==> src/rtl/seq_shift_add_multiplier_pkg.sv <==
// seq_mul_pkg: shared types and sizing helpers
// for the sequential shift-add multiplier.
package seq_mul_pkg;

  typedef enum logic [1:0] {
    IDLE = 2'd0,
    RUN  = 2'd1,
    SIGN = 2'd2,
    DONE = 2'd3
  } state_t;

  localparam int MIN_WIDTH = 2;
  localparam int MAX_WIDTH = 32;

  // bit counter must hold WIDTH-1
  function automatic int cnt_width(input int w);
    return (w <= 2) ? 1 : $clog2(w);
  endfunction

  // carry bit + upper half + lower half
  function automatic int acc_width(input int w);
    return 2 * w + 1;
  endfunction

endpackage

==> src/rtl/seq_shift_add_multiplier_if.sv <==
// seq_shift_add_multiplier_if: start/done handshake
// and operand/result bus of the multiplier.
interface seq_shift_add_multiplier_if #(
  parameter int WIDTH = 8
);

  logic               start;
  logic               signed_mode;
  logic [WIDTH-1:0]   a;
  logic [WIDTH-1:0]   b;
  logic               busy;
  logic               done;
  logic [2*WIDTH-1:0] product;

  modport master (
    output start, signed_mode, a, b,
    input  busy, done, product
  );

  modport slave (
    input  start, signed_mode, a, b,
    output busy, done, product
  );

endinterface

==> src/rtl/seq_shift_add_multiplier_datapath.sv <==
// seq_mul_datapath: accumulator, add/shift step,
// operand magnitude and final sign correction.
module seq_mul_datapath
  import seq_mul_pkg::*;
#(
  parameter int WIDTH = 8
) (
  input  logic               clk,
  input  logic               reset,
  input  logic               load,
  input  logic               step,
  input  logic               fin,
  input  logic               signed_mode,
  input  logic [WIDTH-1:0]   a,
  input  logic [WIDTH-1:0]   b,
  output logic [2*WIDTH-1:0] product
);

  localparam int AW = acc_width(WIDTH);

  logic [AW-1:0]    acc;
  logic [WIDTH-1:0] mag_a;
  logic             neg;
  logic [WIDTH-1:0] mag_a_in;
  logic [WIDTH-1:0] mag_b_in;
  logic [WIDTH:0]   upper;

  // most negative value wraps to 2^(WIDTH-1), still exact unsigned
  assign mag_a_in = (signed_mode && a[WIDTH-1]) ? -a : a;
  assign mag_b_in = (signed_mode && b[WIDTH-1]) ? -b : b;

  // conditional add into the upper part, carry lands in the top bit
  always_comb begin
    upper = acc[AW-1:WIDTH];
    if (acc[0]) begin
      upper = acc[AW-1:WIDTH] + {1'b0, mag_a};
    end
  end

  // load operands, then add+shift each RUN cycle, then sign-correct
  always_ff @(posedge clk or posedge reset) begin
    if (reset) begin
      acc     <= '0;
      mag_a   <= '0;
      neg     <= 1'b0;
      product <= '0;
    end else begin
      if (load) begin
        acc   <= {{(WIDTH+1){1'b0}}, mag_b_in};
        mag_a <= mag_a_in;
        neg   <= signed_mode & (a[WIDTH-1] ^ b[WIDTH-1]);
      end else if (step) begin
        acc <= {1'b0, upper, acc[WIDTH-1:1]};
      end
      if (fin) begin
        product <= neg ? -acc[2*WIDTH-1:0]
                       : acc[2*WIDTH-1:0];
      end
    end
  end

endmodule

==> src/rtl/seq_shift_add_multiplier.sv <==
// seq_shift_add_multiplier: control FSM, bit counter
// and handshake around the shift-add datapath.
module seq_shift_add_multiplier
  import seq_mul_pkg::*;
#(
  parameter int WIDTH = 8
) (
  input logic                       clk,
  input logic                       reset,
  seq_shift_add_multiplier_if.slave bus
);

  localparam int CW = cnt_width(WIDTH);

  state_t        state;
  logic [CW-1:0] cnt;
  logic          accept;

  // start only counts while not busy
  assign accept = bus.start &&
                  ((state == IDLE) || (state == DONE));

  // sequencing with registered busy/done
  always_ff @(posedge clk or posedge reset) begin
    if (reset) begin
      state    <= IDLE;
      cnt      <= '0;
      bus.busy <= 1'b0;
      bus.done <= 1'b0;
    end else begin
      bus.done <= 1'b0;
      unique case (state)
        IDLE, DONE: begin
          if (bus.start) begin
            state    <= RUN;
            cnt      <= CW'(WIDTH - 1);
            bus.busy <= 1'b1;
          end else begin
            state <= IDLE;
          end
        end
        RUN: begin
          cnt <= cnt - CW'(1);
          if (cnt == '0) begin
            state <= SIGN;
          end
        end
        SIGN: begin
          state    <= DONE;
          bus.busy <= 1'b0;
          bus.done <= 1'b1;
        end
        default: state <= IDLE;
      endcase
    end
  end

  seq_mul_datapath #(
    .WIDTH(WIDTH)
  ) u_dp (
    .clk        (clk),
    .reset      (reset),
    .load       (accept),
    .step       (state == RUN),
    .fin        (state == SIGN),
    .signed_mode(bus.signed_mode),
    .a          (bus.a),
    .b          (bus.b),
    .product    (bus.product)
  );

endmodule

==> src/flat_wrapper.sv <==
// flat-port wrapper written by rule: the top's interface ports become plain ports
module seq_shift_add_multiplier_flat import seq_mul_pkg::*;
#(
  parameter int WIDTH = 8
)
  (clk, reset, bus_start, bus_signed_mode, bus_a, bus_b, bus_busy, bus_done, bus_product);
  seq_shift_add_multiplier_if #(.WIDTH(WIDTH)) bus_i ();
  input logic clk;
  input logic reset;
  input wire logic [$bits(bus_i.start)-1:0] bus_start;
  input wire logic [$bits(bus_i.signed_mode)-1:0] bus_signed_mode;
  input wire logic [$bits(bus_i.a)-1:0] bus_a;
  input wire logic [$bits(bus_i.b)-1:0] bus_b;
  output wire logic [$bits(bus_i.busy)-1:0] bus_busy;
  output wire logic [$bits(bus_i.done)-1:0] bus_done;
  output wire logic [$bits(bus_i.product)-1:0] bus_product;
  assign bus_i.start = bus_start;
  assign bus_i.signed_mode = bus_signed_mode;
  assign bus_i.a = bus_a;
  assign bus_i.b = bus_b;
  assign bus_busy = bus_i.busy;
  assign bus_done = bus_i.done;
  assign bus_product = bus_i.product;
  seq_shift_add_multiplier #(.WIDTH(WIDTH)) u_core (.clk(clk), .reset(reset), .bus(bus_i));
endmodule
==> config.mk <==
export PLATFORM = sky130hd
export DESIGN_NAME = seq_shift_add_multiplier_flat
export DESIGN_NICKNAME = d
export VERILOG_FILES = /design/src/rtl/seq_shift_add_multiplier_pkg.sv /design/src/rtl/seq_shift_add_multiplier_if.sv /design/src/rtl/seq_shift_add_multiplier_datapath.sv /design/src/rtl/seq_shift_add_multiplier.sv /design/src/flat_wrapper.sv
export SDC_FILE = /design/constraint.sdc
export NUM_CORES = 1
export LEC_CHECK = 0
export BUFFER_PORTS_ARGS = -buffer_cell sky130_fd_sc_hd__buf_2
export CAP_MARGIN = 20
export CORE_MARGIN = 1
export CORE_UTILIZATION = 45
export DETAILED_ROUTE_END_ITERATION = 8
export PLACE_DENSITY = 0.67
export SLEW_MARGIN = 20
export SYNTH_ARGS = -nofsm -noshare
export SYNTH_HDL_FRONTEND = slang
export SYNTH_HIERARCHICAL = 1
export SYNTH_SLANG_ARGS = --single-unit
==> constraint.sdc <==
create_clock -name clk -period 2.26 [get_ports clk]
set_input_delay 0.452 -clock clk [delete_from_list [all_inputs] [get_ports clk]]
set_output_delay 0.452 -clock clk [all_outputs]
set_load 0.02 [all_outputs]
==> impl_metrics.yaml <==
status:
  status: "finished with violations"
  violations: "design-rule violations"
setup_path:
  max_stage_delay_ns: 0.49
  critPathTopFamily: "compound AO/OA/AOI/OAI gates"
  crit_required_ns: 2.43
  worst-path-buf-inv: 0
  slowest_stage: "dfrtp_1"
  crit_arrival_ns: 2.25
  crit_path_start_kind: "flop"
  critPathCaptureType: "flop"
  rr_worst_depth: 6
  cp_max_fo: 8
  crit_cells: 6
  rrSetupSlack_ns: 0.18
  crit_chain: "ha_1 > fa_1 > a21oi_1 > o211ai_1 > a311oi_1 > o32ai_1"
  path_class: "reg2reg"
layout:
  fillCellCount: 604
  drive_above_1_share: 0.175
  final_core_util: 0.530
  seq_area_mm2: 0.00120
  area_growth_syn_to_layout_pct: 12.3
  finalNetCount: 402
  instances_no_fill: 443
  num_antenna_cells: 0
  multi_input_area_mm2: 0.00168
floorplanning:
  core_area_mm2: 0.00642
  die_area_mm2: 0.00706
  fp.dieW_um: 84.0
  fp.dieH_um: 84.0
  rows: 29
  start_util: 0.471
  io_pins: 38
sta:
  min_period_ns: 2.08
  rsz0062_at_grt: "false"
  final_hold_viol_count: 0
  setup_viol: 0
  drv_slew: 0
  clock.fmax_mhz: 481
  slew_headroom: 0.640
  tns_ns: 0
  tightest_slew_ns: 0.540
  fin_crit_sh: 0.920
  skew_ns: 0.00723
route:
  finalWirelength_um: 6130
  drt.antenna.violating_nets: 0
  firstDrtPassIters: 6
  drt_iter0_markers: 147
  num_vias: 2439
  drt-vias-per-instance: 5.51
  drc_errors: 12
  wl_per_cell_um: 13.8
synth:
  synth_edf_count: 0
  ys_seq_elements: 48
  synth_commonest_cells: "dfrtp_1, nor2_1, a21oi_1"
  syn_nets: 364
  synthesis.area_mm2: 0.00303
  synth_cell_type_count: 51
  synthCells: 327
  synth_flop_cell: "dfrtp_1"
  syn_area_per_cell_um2: 9.26
  synthMostInstantiatedCell: "dfrtp_1"
  seq_area_frac_synth: 0.397
  synth.area.top_cells: "dfrtp_1, ha_1, a21oi_1, nor2_1, xor2_1"
  postSynth.asyncResetShare: 1.00
  synth_largest_area_cell: "dfrtp_1"
  synth.top_cell.area_share: 0.397
  ys_warn_count: 6
placement:
  place_inst: 435
  gp_congestion: 0.913
  dp_hpwl_um: 4510
  io_buffers: 37
clock_network:
  clkSinkCount: 48
  cts_tree: "yes"
  clk_pin_slew_worst_paths_ns: 0.09
  post_cts.repair.setup_buffers: 0
  cts_resized: 0
  clk-insertion-delay-late_ns: 0.30
  clockRootBuffer: "clkbuf_8"
  cts_inserted_buffers: 5
  ctsHoldBuffers: 0
  h-tree-depth: 2
  cts.path.max_buffers: 2
power_and_ir_drop:
  p_per_area_mw_per_mm2: 1490
  p_leak_nw: 1.54
  vdd_drop_max_mv: 0.392
  p_total_mw: 5.06
worst_hold_path:
  hp-class: "in2async"
grt:
  antenna_found_initial: 0
  grt_pass1_vias: 2345
  grt.overflow.total: 0
  grt_first_pass_wirelength_um: 10800
  grt_start_max_net_pins: 42
  grt_usage: 0.191
run:
  cap_violations: 0
cell usage in the layout (no fill, tap or decap), drive strengths merged, types with 5 or more instances in the layout:
cell | Yosys | routed
mux2i | 10 | 10
nand3 | 8 | 8
o21ai | 7 | 7
nand2b | 5 | 5
a211oi | 8 | 8
nor2 | 40 | 40
xor2 | 15 | 15
dfrtp | 48 | 48
clkbuf | 10 | 5
a21oi | 33 | 33
buf | 5 | 46
xnor2 | 11 | 11
a31oi | 8 | 8
o31ai | 5 | 5
nand2 | 14 | 14
inv | 21 | 21
ha | 16 | 16
nor2b | 6 | 6
registers in the layout, indices dropped and copies added, names as in the netlist:
register / cells
u_core/bus.done: 1
u_core/u_dp/mag_a: 8
u_core/u_dp/neg: 1
u_core/state: 2
u_core/cnt: 3
u_core/u_dp/acc: 16
u_core/u_dp/product: 16
u_core/bus.busy: 1
layout make-up:
class / count / area share
clock buffer: 5 / 0.0202
tap: 77 / 0.0283
sequential: 48 / 0.353
inverter: 21 / 0.0232
clock inverter: 3 / 0.00552
timing repair buffer: 46 / 0.0743
multi-input combinational: 243 / 0.495
power by group:
part / leakage (nW) / internal, mW / switching (mW)
clock network: 0.0479 / 0.216 / 0.292
registers: 0.562 / 1.27 / 0.374
logic: 0.926 / 1.23 / 1.68
cells by family (layout without fill, tap and decap cells):
logic type               after synthesis  count (layout)  synth area share
AO/OA/AOI/OAI                         91              91             0.208
XOR/XNOR                              26              26            0.0752
adder cells (fa/ha/maj)               17              17            0.0727
buffers and inverters                 36              75            0.0471
flip-flops                            48              48             0.397
multiplexers                          14              14            0.0492
AND/OR/NAND/NOR                       95              95             0.151
metal layers:
layer / track usage / wire length (um)
met1: 0.266 / 3180
met2: 0.300 / 2670
met3: 0.0366 / 218
met4: 0.0580 / 57
met5: 0 / 0
path summary, 6_finish.rpt:
path / to / startpoint
setup / recovery: u_core/u_dp/acc[15] / u_core/u_dp/acc[8]
hold / removal: u_core/bus.done / reset
setup reg to reg: u_core/u_dp/acc[15] / u_core/u_dp/acc[8]
hold reg to reg: u_core/cnt[0] / u_core/cnt[0]
max in group asynchronous: u_core/u_dp/neg / reset
min in group clk: u_core/u_dp/mag_a[0] / bus_a[0]
metrics by stage:
stage / cell area, um^2 / hold WS [ns] / worst slack [ns]
global route: 3400 / 0.0869 / 0.0399
finish: 3400 / 0.0714 / 0.182
detailed placement: 3310 / 0.413 / 0.190
floorplan: 3030 / 0.255 / 0.364
CTS: 3400 / 0.0768 / 0.177
global placement: 3310 / 0.409 / 0.239
(Power assumes the default switching activity.)
